## config.mk

```make
export PLATFORM = sky130hd
export DESIGN_NAME = uart_transceiver
export DESIGN_NICKNAME = d
export VERILOG_FILES = /design/src/rtl/uart_pkg.sv /design/src/rtl/uart_bit_timer.sv /design/src/rtl/uart_transceiver.sv
export SDC_FILE = /design/constraint.sdc
export NUM_CORES = 1
export LEC_CHECK = 0
export CAP_MARGIN = 20
export CORE_ASPECT_RATIO = 1.2
export CORE_MARGIN = 2
export CORE_UTILIZATION = 50
export DETAILED_ROUTE_END_ITERATION = 12
export GPL_ROUTABILITY_DRIVEN = 0
export HOLD_SLACK_MARGIN = 0.12
export PLACE_DENSITY = 0.67
export SLEW_MARGIN = 20
export SYNTH_ARGS = -nofsm -noshare
export SYNTH_HDL_FRONTEND = slang
export SYNTH_SLANG_ARGS = --single-unit
```

## constraint.sdc

```tcl
create_clock -name i_clk -period 2.6 [get_ports i_clk]
set_clock_uncertainty 0.2 [all_clocks]
set_input_delay 0.39 -clock i_clk [delete_from_list [all_inputs] [get_ports i_clk]]
set_output_delay 0.39 -clock i_clk [all_outputs]
set_load 0.01 [all_outputs]
```

## src/rtl/uart_pkg.sv

```systemverilog
// Shared definitions for the 8N1 UART transceiver.
//   - TX / RX state encodings
//   - frame constants (data width, start and stop bit levels)
//   - calc_bit_cycles(): clocks per serial bit, rounded to nearest
package uart_pkg;

  localparam int   DATA_BITS = 8;
  localparam logic START     = 1'b0;
  localparam logic STOP      = 1'b1;

  typedef enum logic [1:0] {
    TX_IDLE,
    TX_START,
    TX_DATA,
    TX_STOP
  } tx_state_t;

  typedef enum logic [2:0] {
    RX_IDLE,
    RX_START,
    RX_DATA,
    RX_STOP,
    RX_WAIT_IDLE
  } rx_state_t;

  function automatic int calc_bit_cycles(input int clk_freq, input int baud_freq);
    return (clk_freq + baud_freq / 2) / baud_freq;
  endfunction

endpackage

```

## src/rtl/uart_bit_timer.sv

```systemverilog
// Loadable down-counter used to time serial bits.
// Ports:
//   i_clk       clock, rising edge
//   i_rst       asynchronous active-high reset (count clears to 0)
//   i_load      load i_load_val this cycle (overrides counting)
//   i_load_val  reload value
//   o_zero      count has reached 0; the counter then holds at 0
module uart_bit_timer #(
  parameter int p_width = 4
) (
  input  logic               i_clk,
  input  logic               i_rst,
  input  logic               i_load,
  input  logic [p_width-1:0] i_load_val,
  output logic               o_zero
);

  logic [p_width-1:0] count;

  always_ff @(posedge i_clk or posedge i_rst) begin
    if (i_rst) begin
      count <= '0;
    end else if (i_load) begin
      count <= i_load_val;
    end else if (count != '0) begin
      count <= count - p_width'(1);
    end
  end

  assign o_zero = (count == '0);

endmodule

```

## src/rtl/uart_transceiver.sv

```systemverilog
// Full-duplex 8N1 UART: independent transmitter and receiver, each timed by
// its own uart_bit_timer so every frame is aligned to its own start edge.
// Ports:
//   i_clk, i_rst          clock and asynchronous active-high reset
//   o_tx                  serial output, idles high
//   o_tx_done             one-cycle pulse after the stop bit completes
//   i_tx_start, i_tx_data transmit request and byte (taken only in TX_IDLE)
//   i_rx                  asynchronous serial input, idles high
//   o_rx_new              one-cycle pulse: byte received with good stop bit
//   o_rx_err              one-cycle pulse: stop bit sampled low
//   o_rx_data             last received byte
//
// state        | meaning
// TX_IDLE      | line high, waiting for i_tx_start
// TX_START     | driving start bit
// TX_DATA      | driving data bits, LSB first
// TX_STOP      | driving stop bit
// RX_IDLE      | waiting for a synchronized low
// RX_START     | timing to mid start bit to reject glitches
// RX_DATA      | sampling data bits at their centres
// RX_STOP      | sampling the stop bit
// RX_WAIT_IDLE | after a framing error, wait for the line to go high
module uart_transceiver
  import uart_pkg::*;
#(
  parameter int p_clk_freq  = 50_000_000,
  parameter int p_baud_freq = 115_200
) (
  input  logic       i_clk,
  input  logic       i_rst,
  output logic       o_tx,
  output logic       o_tx_done,
  input  logic       i_tx_start,
  input  logic [7:0] i_tx_data,
  input  logic       i_rx,
  output logic       o_rx_new,
  output logic       o_rx_err,
  output logic [7:0] o_rx_data
);

  localparam int P = calc_bit_cycles(p_clk_freq, p_baud_freq);
  localparam int W = $clog2(P);
  localparam logic [W-1:0] LD_BIT  = W'(P - 1);
  localparam logic [W-1:0] LD_HALF = W'(P / 2);

  generate
    if (P < 8) begin : g_p_check
      $error("uart_transceiver: fewer than 8 clocks per bit");
    end
  endgenerate

  // ---------------- transmitter ----------------
  tx_state_t  tx_state;
  logic [7:0] tx_shift;
  logic [2:0] tx_idx;
  logic       tx_load;
  logic       tx_zero;

  // Reload on acceptance and at every bit boundary so each bit is exactly P clocks.
  assign tx_load = (tx_state == TX_IDLE) ? i_tx_start : tx_zero;

  uart_bit_timer #(.p_width(W)) u_tx_timer (
    .i_clk      (i_clk),
    .i_rst      (i_rst),
    .i_load     (tx_load),
    .i_load_val (LD_BIT),
    .o_zero     (tx_zero)
  );

  always_ff @(posedge i_clk or posedge i_rst) begin
    if (i_rst) begin
      tx_state  <= TX_IDLE;
      tx_shift  <= '0;
      tx_idx    <= '0;
      o_tx      <= 1'b1;
      o_tx_done <= 1'b0;
    end else begin
      o_tx_done <= 1'b0;
      case (tx_state)
        TX_IDLE: begin
          if (i_tx_start) begin
            tx_shift <= i_tx_data;
            o_tx     <= START;
            tx_state <= TX_START;
          end
        end
        TX_START: begin
          if (tx_zero) begin
            o_tx     <= tx_shift[0];
            tx_shift <= {1'b0, tx_shift[7:1]};
            tx_idx   <= '0;
            tx_state <= TX_DATA;
          end
        end
        TX_DATA: begin
          if (tx_zero) begin
            if (tx_idx == 3'(DATA_BITS - 1)) begin
              o_tx     <= STOP;
              tx_state <= TX_STOP;
            end else begin
              o_tx     <= tx_shift[0];
              tx_shift <= {1'b0, tx_shift[7:1]};
              tx_idx   <= tx_idx + 3'd1;
            end
          end
        end
        TX_STOP: begin
          if (tx_zero) begin
            o_tx_done <= 1'b1;
            tx_state  <= TX_IDLE;
          end
        end
        default: tx_state <= TX_IDLE;
      endcase
    end
  end

  // ---------------- receiver ----------------
  logic rx_s1, rx_s2;

  always_ff @(posedge i_clk or posedge i_rst) begin
    if (i_rst) begin
      rx_s1 <= 1'b1;
      rx_s2 <= 1'b1;
    end else begin
      rx_s1 <= i_rx;
      rx_s2 <= rx_s1;
    end
  end

  rx_state_t  rx_state;
  logic [7:0] rx_shift;
  logic [2:0] rx_idx;
  logic       rx_load;
  logic [W-1:0] rx_load_val;
  logic       rx_zero;

  // Half a bit to reach the start-bit centre, then whole bits from there on.
  always_comb begin
    rx_load     = 1'b0;
    rx_load_val = LD_BIT;
    if (rx_state == RX_IDLE) begin
      rx_load     = ~rx_s2;
      rx_load_val = LD_HALF;
    end else if (rx_state == RX_START || rx_state == RX_DATA) begin
      rx_load     = rx_zero;
    end
  end

  uart_bit_timer #(.p_width(W)) u_rx_timer (
    .i_clk      (i_clk),
    .i_rst      (i_rst),
    .i_load     (rx_load),
    .i_load_val (rx_load_val),
    .o_zero     (rx_zero)
  );

  always_ff @(posedge i_clk or posedge i_rst) begin
    if (i_rst) begin
      rx_state  <= RX_IDLE;
      rx_shift  <= '0;
      rx_idx    <= '0;
      o_rx_new  <= 1'b0;
      o_rx_err  <= 1'b0;
      o_rx_data <= '0;
    end else begin
      o_rx_new <= 1'b0;
      o_rx_err <= 1'b0;
      case (rx_state)
        RX_IDLE: begin
          if (!rx_s2) rx_state <= RX_START;
        end
        RX_START: begin
          if (rx_zero) begin
            if (!rx_s2) begin
              rx_idx   <= '0;
              rx_state <= RX_DATA;
            end else begin
              rx_state <= RX_IDLE;
            end
          end
        end
        RX_DATA: begin
          if (rx_zero) begin
            rx_shift <= {rx_s2, rx_shift[7:1]};
            if (rx_idx == 3'(DATA_BITS - 1)) begin
              rx_state <= RX_STOP;
            end else begin
              rx_idx <= rx_idx + 3'd1;
            end
          end
        end
        RX_STOP: begin
          if (rx_zero) begin
            o_rx_data <= rx_shift;
            if (rx_s2 == STOP) begin
              o_rx_new <= 1'b1;
              rx_state <= RX_IDLE;
            end else begin
              o_rx_err <= 1'b1;
              rx_state <= RX_WAIT_IDLE;
            end
          end
        end
        RX_WAIT_IDLE: begin
          // A held-low line (break) must not look like a new start bit.
          if (rx_s2) rx_state <= RX_IDLE;
        end
        default: rx_state <= RX_IDLE;
      endcase
    end
  end

endmodule

```

# Yosys cells after proc, flatten, opt, wreduce, memory -nomap -nowiden

Cells that the tools add are included.

Flip-flop bits (word level): 59
Input bits: 12
Output and inout bits: 12
Logic and storage cells: 113

Add/sub/neg operators: 4
Eq/ne operators: 23
Muxes and demuxes: 50
Bitwise gates (word level): 1
Reduce and logical (&&, ||, !) cells: 20

Operators with widths:

| cell                                             | count |
|---|---|
| two-way mux 9 bit                                | 5 |
| two-way mux 3 bit                                | 14 |
| two-way mux 8 bit                                | 4 |
| != test 2 bit, second input constant             | 13 |
| case mux 8 bit (3 select lines)                  | 1 |
| logical NOT 9 bit                                | 2 |
| nonzero test 9 bit                               | 2 |
| subtractor 9 x 1 -> 9 bit, second input constant | 2 |
| two-way mux 1 bit                                | 15 |
| case mux 3 bit (5 select lines)                  | 1 |
| AND reduction 5 bit                              | 3 |
| two-way mux 2 bit                                | 6 |
| case mux 3 bit (2 select lines)                  | 2 |
| == test 3 bit, second input constant             | 3 |
| case mux 2 bit (4 select lines)                  | 1 |
| AND reduction 4 bit                              | 2 |
| nonzero test 2 bit                               | 4 |
| adder 3 x 1 -> 3 bit, second input constant      | 2 |
| == test 3 x 2 -> 1 bit, second input constant    | 2 |
| AND reduction 6 bit                              | 1 |
| == test 2 bit, second input constant             | 2 |
| AND reduction 2 bit                              | 2 |
| == test 3 x 1 -> 1 bit, second input constant    | 1 |
| logical NOT 3 bit                                | 1 |
| 7 further kinds                                  | 7 |

# Longest topological paths before layout

Gate-level depths: netlist (run 1).

Depth in word-level cells: 5
Gate-level depth with buffers: 7
Mapped depth without buffers: 6

# By module

A second synthesis (run 1) with hierarchy kept.

Cell total of the unflattened synthesis: 279
Area, all modules: 3086.7 um2

Modules (own cells, without submodules):

| module           | instances | cells each | area an instance (um2) | sequential area each (um2) |
|---|---|---|---|---|
| uart_transceiver | 1         | 153        | 1975.6                 | 1029.7 |
| uart_bit_timer   | 2         | 63         | 555.5                  | 225.2 |

# Worst setup path after synthesis (run 1)

No wires, ideal clock.

Path kind: reg-to-reg
Start point: register u_rx_timer.count[0]
End point: register rx_shift[0]
Library setup time: 0.125 ns
Data arrival time: 2.056 ns
Required time: 2.275 ns
Path slack: 0.220 ns
Cell stages (with the launch flop): 7
Buffers on the path: 0
Clock period less this slack: 2.380 ns
Cell sequence: dfrtp_1 inv_1 ha_1 or4b_4 or3_4 nor2_8 mux2_2

Longest elaborated chain between the ends: 2

RTL lines:

| item                          | line                    | RTL |
|---|---|---|
| start, declared               | uart_bit_timer.sv:18    | `logic [p_width-1:0] count;` |
| start signal, assigned        | uart_bit_timer.sv:24    | `count <= i_load_val;` |
| start signal, assigned        | uart_bit_timer.sv:26    | `count <= count - p_width'(1);` |
| logical NOT 9 bit             | uart_bit_timer.sv:30    | `assign o_zero = (count == '0);` |
| AND reduction 2 bit (no line) | n/a                     |  |
| end signal, assigned          | uart_transceiver.sv:185 | `rx_shift <= {rx_s2, rx_shift[7:1]};` |
| end, declared                 | uart_transceiver.sv:132 | `logic [7:0] rx_shift;` |

Every way passes these cells.
A chain may end at the register's enable or synchronous reset.

# Worst setup path after layout (run 1)

Start point: register u_rx_timer.count[0]
End point: register rx_shift[5]

The elaborated chain is that of the path after synthesis.

==> flow_summary.json, run 1 <==
{
  "setup_tns_ns": 0,
  "layout_commonest_cell": "dfrtp_1",
  "detailroute.via_count": 1949,
  "dp.final_hpwl_um": 3550,
  "arrival_ns": 2.52,
  "pin_count": 24,
  "crit_path_cell_trace": "inv_1 -> ha_1 -> or4b_4 -> or3_4 -> nor2_8 -> mux2_2",
  "post_synth_instance_area_sq_um": 2920,
  "grt_max_degree": 25,
  "critical-path-max-stage-delay_ns": 0.51,
  "detail_route.wirelength_um": 5010,
  "peakVddDrop_v": 0.000617,
  "post-route-min-period_ns": 2.50,
  "rr_endpoint": "rx_shift[5]$_DFFE_PP0P_",
  "worstHoldEndpoint": "rx_s2$_DFF_PP1_",
  "dominant_synthesized_flop_cell": "dfrtp_1",
  "number_of_global_route_vias_before_repair": 1951,
  "maximum_capacitance_violations": 0,
  "worst_skew_late_latency_ns": 0.33,
  "ff2ff_path_depth": 6,
  "htree_num_levels": 3,
  "post_synth_top_area_share": 0.480,
  "finalMaxSlewViolations": 0,
  "diodes": 0,
  "clock_sink_count": 59,
  "post_synth_num_cell_types": 53,
  "grt_setup_unrepaired": "false",
  "postSynthAreaPerCell_sq_um": 11.6,
  "post_cts_resize_count": 0,
  "seq_area_frac_synth": 0.507,
  "hold_violations": 0,
  "synthArstFlopShare": 1.00,
  "clock_transition_at_the_registers_of_the_reported_paths_ns": 0.07,
  "setup_viol": 0,
  "crit_family": "simple AND/OR/NAND/NOR gates",
  "max_slew.worst_pin.slew_ns": 0.510,
  "gr-total-overflow": 0,
  "regToRegStartpoint": "u_rx_timer.count[0]$_DFFE_PP0P_",
  "synthToLayoutAreaGrowth_pct": 20.9,
  "total_power_mw": 3.04,
  "fillers": 463,
  "regToRegSetupSlack_ns": 0.1,
  "pwr_density_cell_nw_per_um2": 861,
  "net_total_in_the_final_layout": 310,
  "worstPathMaxFanout": 8,
  "endpoint_kind": "flop",
  "post-place-cells": 355,
  "number_of_synthesized_flops_with_an_enable_pin": 0,
  "post-place-ws_ns": 0.0920,
  "postLayoutSetupSlackWorst_ns": 0.0958,
  "route.top_layer_used": "met4",
  "drc": 0,
  "post_drt_wl_per_cell_um": 13.5,
  "outcome": "finished, final reports clean",
  "die_area_sq_um": 6470,
  "synth_top_area_cell": "dfrtp_1",
  "timing.critical_path.slowest_stage_cell": "or4b_4",
  "hold_path_startpoint": "rx_s1$_DFF_PP1_",
  "timing.fmax_mhz": 399,
  "utilization": 0.623,
  "globalRouteTotalUtil": 0.177,
  "port-buffer-count": 23,
  "wl_met2_um": 2400,
  "timing.final.crit_share": 0.963,
  "cp.required_ns": 2.61,
  "commonest_cells_after_routing_fill_and_taps_aside": "dfrtp_1 (56), mux2_2 (32), clkdlybuf4s50_1 (23)",
  "cts_buffers": 9,
  "cts_tree": "done",
  "post_route_cells_drive_above_1_share": 0.267,
  "max-clock-path-buffers": 2,
  "synth.ff_latch_count": 59,
  "ant_nets": 0,
  "hold_path.class": "flop to flop",
  "initial_antenna_violation_count": 0,
  "dr_wl_met3_um": 113,
  "drt-met1-wl_um": 2420,
  "rows": 30,
  "firstDrtPassIters": 4,
  "initialDrtViolationCount": 118,
  "postSynthNetCount": 274,
  "finalNonFillerCells": 372,
  "floorplan.die.width_um": 73.8,
  "synth_top_cells_by_area": "dfrtp_1 (48%), mux2_2 (12%), ha_1 (4.7%)",
  "timing.max_slew.rel_slack": 0.651,
  "worst_setup_path_start_kind": "flop",
  "hold_path_depth": 0,
  "core_region_area_sq_um": 5670,
  "critical_path.n_buffers_inverters": 1,
  "ys_warn_count": 0,
  "cellLeakagePower_nw": 1.55,
  "cell_count_after_synthesis": 251,
  "cts-root-buf": "clkbuf_8",
  "timing_worst_setup_path_type": "flop to flop",
  "initial_utilization": 0.515,
  "routed_via_density": 5.24,
  "die_h_um": 87.7,
  "grt_first_pass_wirelength_um": 8910
}
timing repair:
| action | in CTS | in global routing |
|---|---|---|
| setup buffers | 0 | 0 |
| hold buffers | 1 | 0 |
| hold endpoints to repair | 7 | 0 |
cells by family after synthesis:
family,after synthesis,share of synthesized area
AND/OR/NAND/NOR,75,0.157
flip-flops,59,0.507
adder cells (fa/ha/maj),11,0.0471
buffers and inverters,18,0.0240
multiplexers,35,0.135
XOR/XNOR,10,0.0300
AO/OA/AOI/OAI,43,0.0998
how the worst max path moves through the flow:
stage	startpoint	endpoint	slack [ns]	depth (start not counted)
2_1_floorplan	u_rx_timer.count[0]$_DFFE_PP0P_	rx_shift[0]$_DFFE_PP0P_	0.22	6
3_3_place_gp	u_rx_timer.count[0]$_DFFE_PP0P_	rx_shift[3]$_DFFE_PP0P_	0.15	6
3_5_place_dp	u_rx_timer.count[0]$_DFFE_PP0P_	rx_shift[5]$_DFFE_PP0P_	0.09	6
4_1_cts	u_rx_timer.count[0]$_DFFE_PP0P_	rx_shift[5]$_DFFE_PP0P_	0.08	6
5_1_grt	u_rx_timer.count[0]$_DFFE_PP0P_	rx_shift[5]$_DFFE_PP0P_	0.006	6
6_report	u_rx_timer.count[0]$_DFFE_PP0P_	rx_shift[5]$_DFFE_PP0P_	0.1	6
stage by stage:
stage / instance area [sq um] / hold slack, ns
after floorplan: 2920 / 0.145
after global placement: 3290 / 0.146
after detailed placement: 3290 / 0.149
after CTS: 3530 / 0.159
after global routing: 3530 / 0.164
final: 3530 / 0.160
where the power goes:
part | switching [mW] | leakage (nW) | internal [mW] | total (mW)
sequential | 0.110 | 0.743 | 1.08 | 1.19
clock | 0.370 | 0.112 | 0.595 | 0.965
combinational | 0.393 | 0.692 | 0.499 | 0.891
total | 0.872 | 1.55 | 2.17 | 3.04
final cells by class:
type	count	area, sq um	area share
clock buffers	11	151	0.0429
clock inverters	5	83.8	0.0237
inverters	10	37.5	0.0106
multi-input cells	174	1370	0.388
flip-flops and latches	59	1480	0.419
well taps	80	100	0.0283
repair buffers	33	308	0.0872
cells in the mapped netlist, drive strengths merged (5+ instances only):
cell type	n
ha	11
a21oi	8
mux2	33
nand2	18
xnor2	9
nor2	14
nand2b	5
clkbuf	6
dfrtp	56
nor3	6
nand3	6
o21ai	13
a22o	5
inv	10
layer usage:
metal | vias up | track usage
li1 | 977 | -
met5 | - | 0
met2 | 17 | 0.268
met4 | 0 | 0.0893
met3 | 6 | 0.0322
met1 | 949 | 0.243
sequential cells by signal, summed over array words and instances, names as in the netlist, 2 cells and up:
name	flops
tx_idx	3
rx_shift	8
rx_idx	3
u_rx_timer.count	9
o_rx_data	8
u_tx_timer.count	9
tx_shift	8
tx_state	2
rx_state	3
(Power assumes the default switching activity.)
==> run 2: changes to the inputs <==
SKIP_LAST_GASP = 1   (was not set)
==> results of run 2 <==
No change in the layout: final DEF, timing and power equal those of run 1.
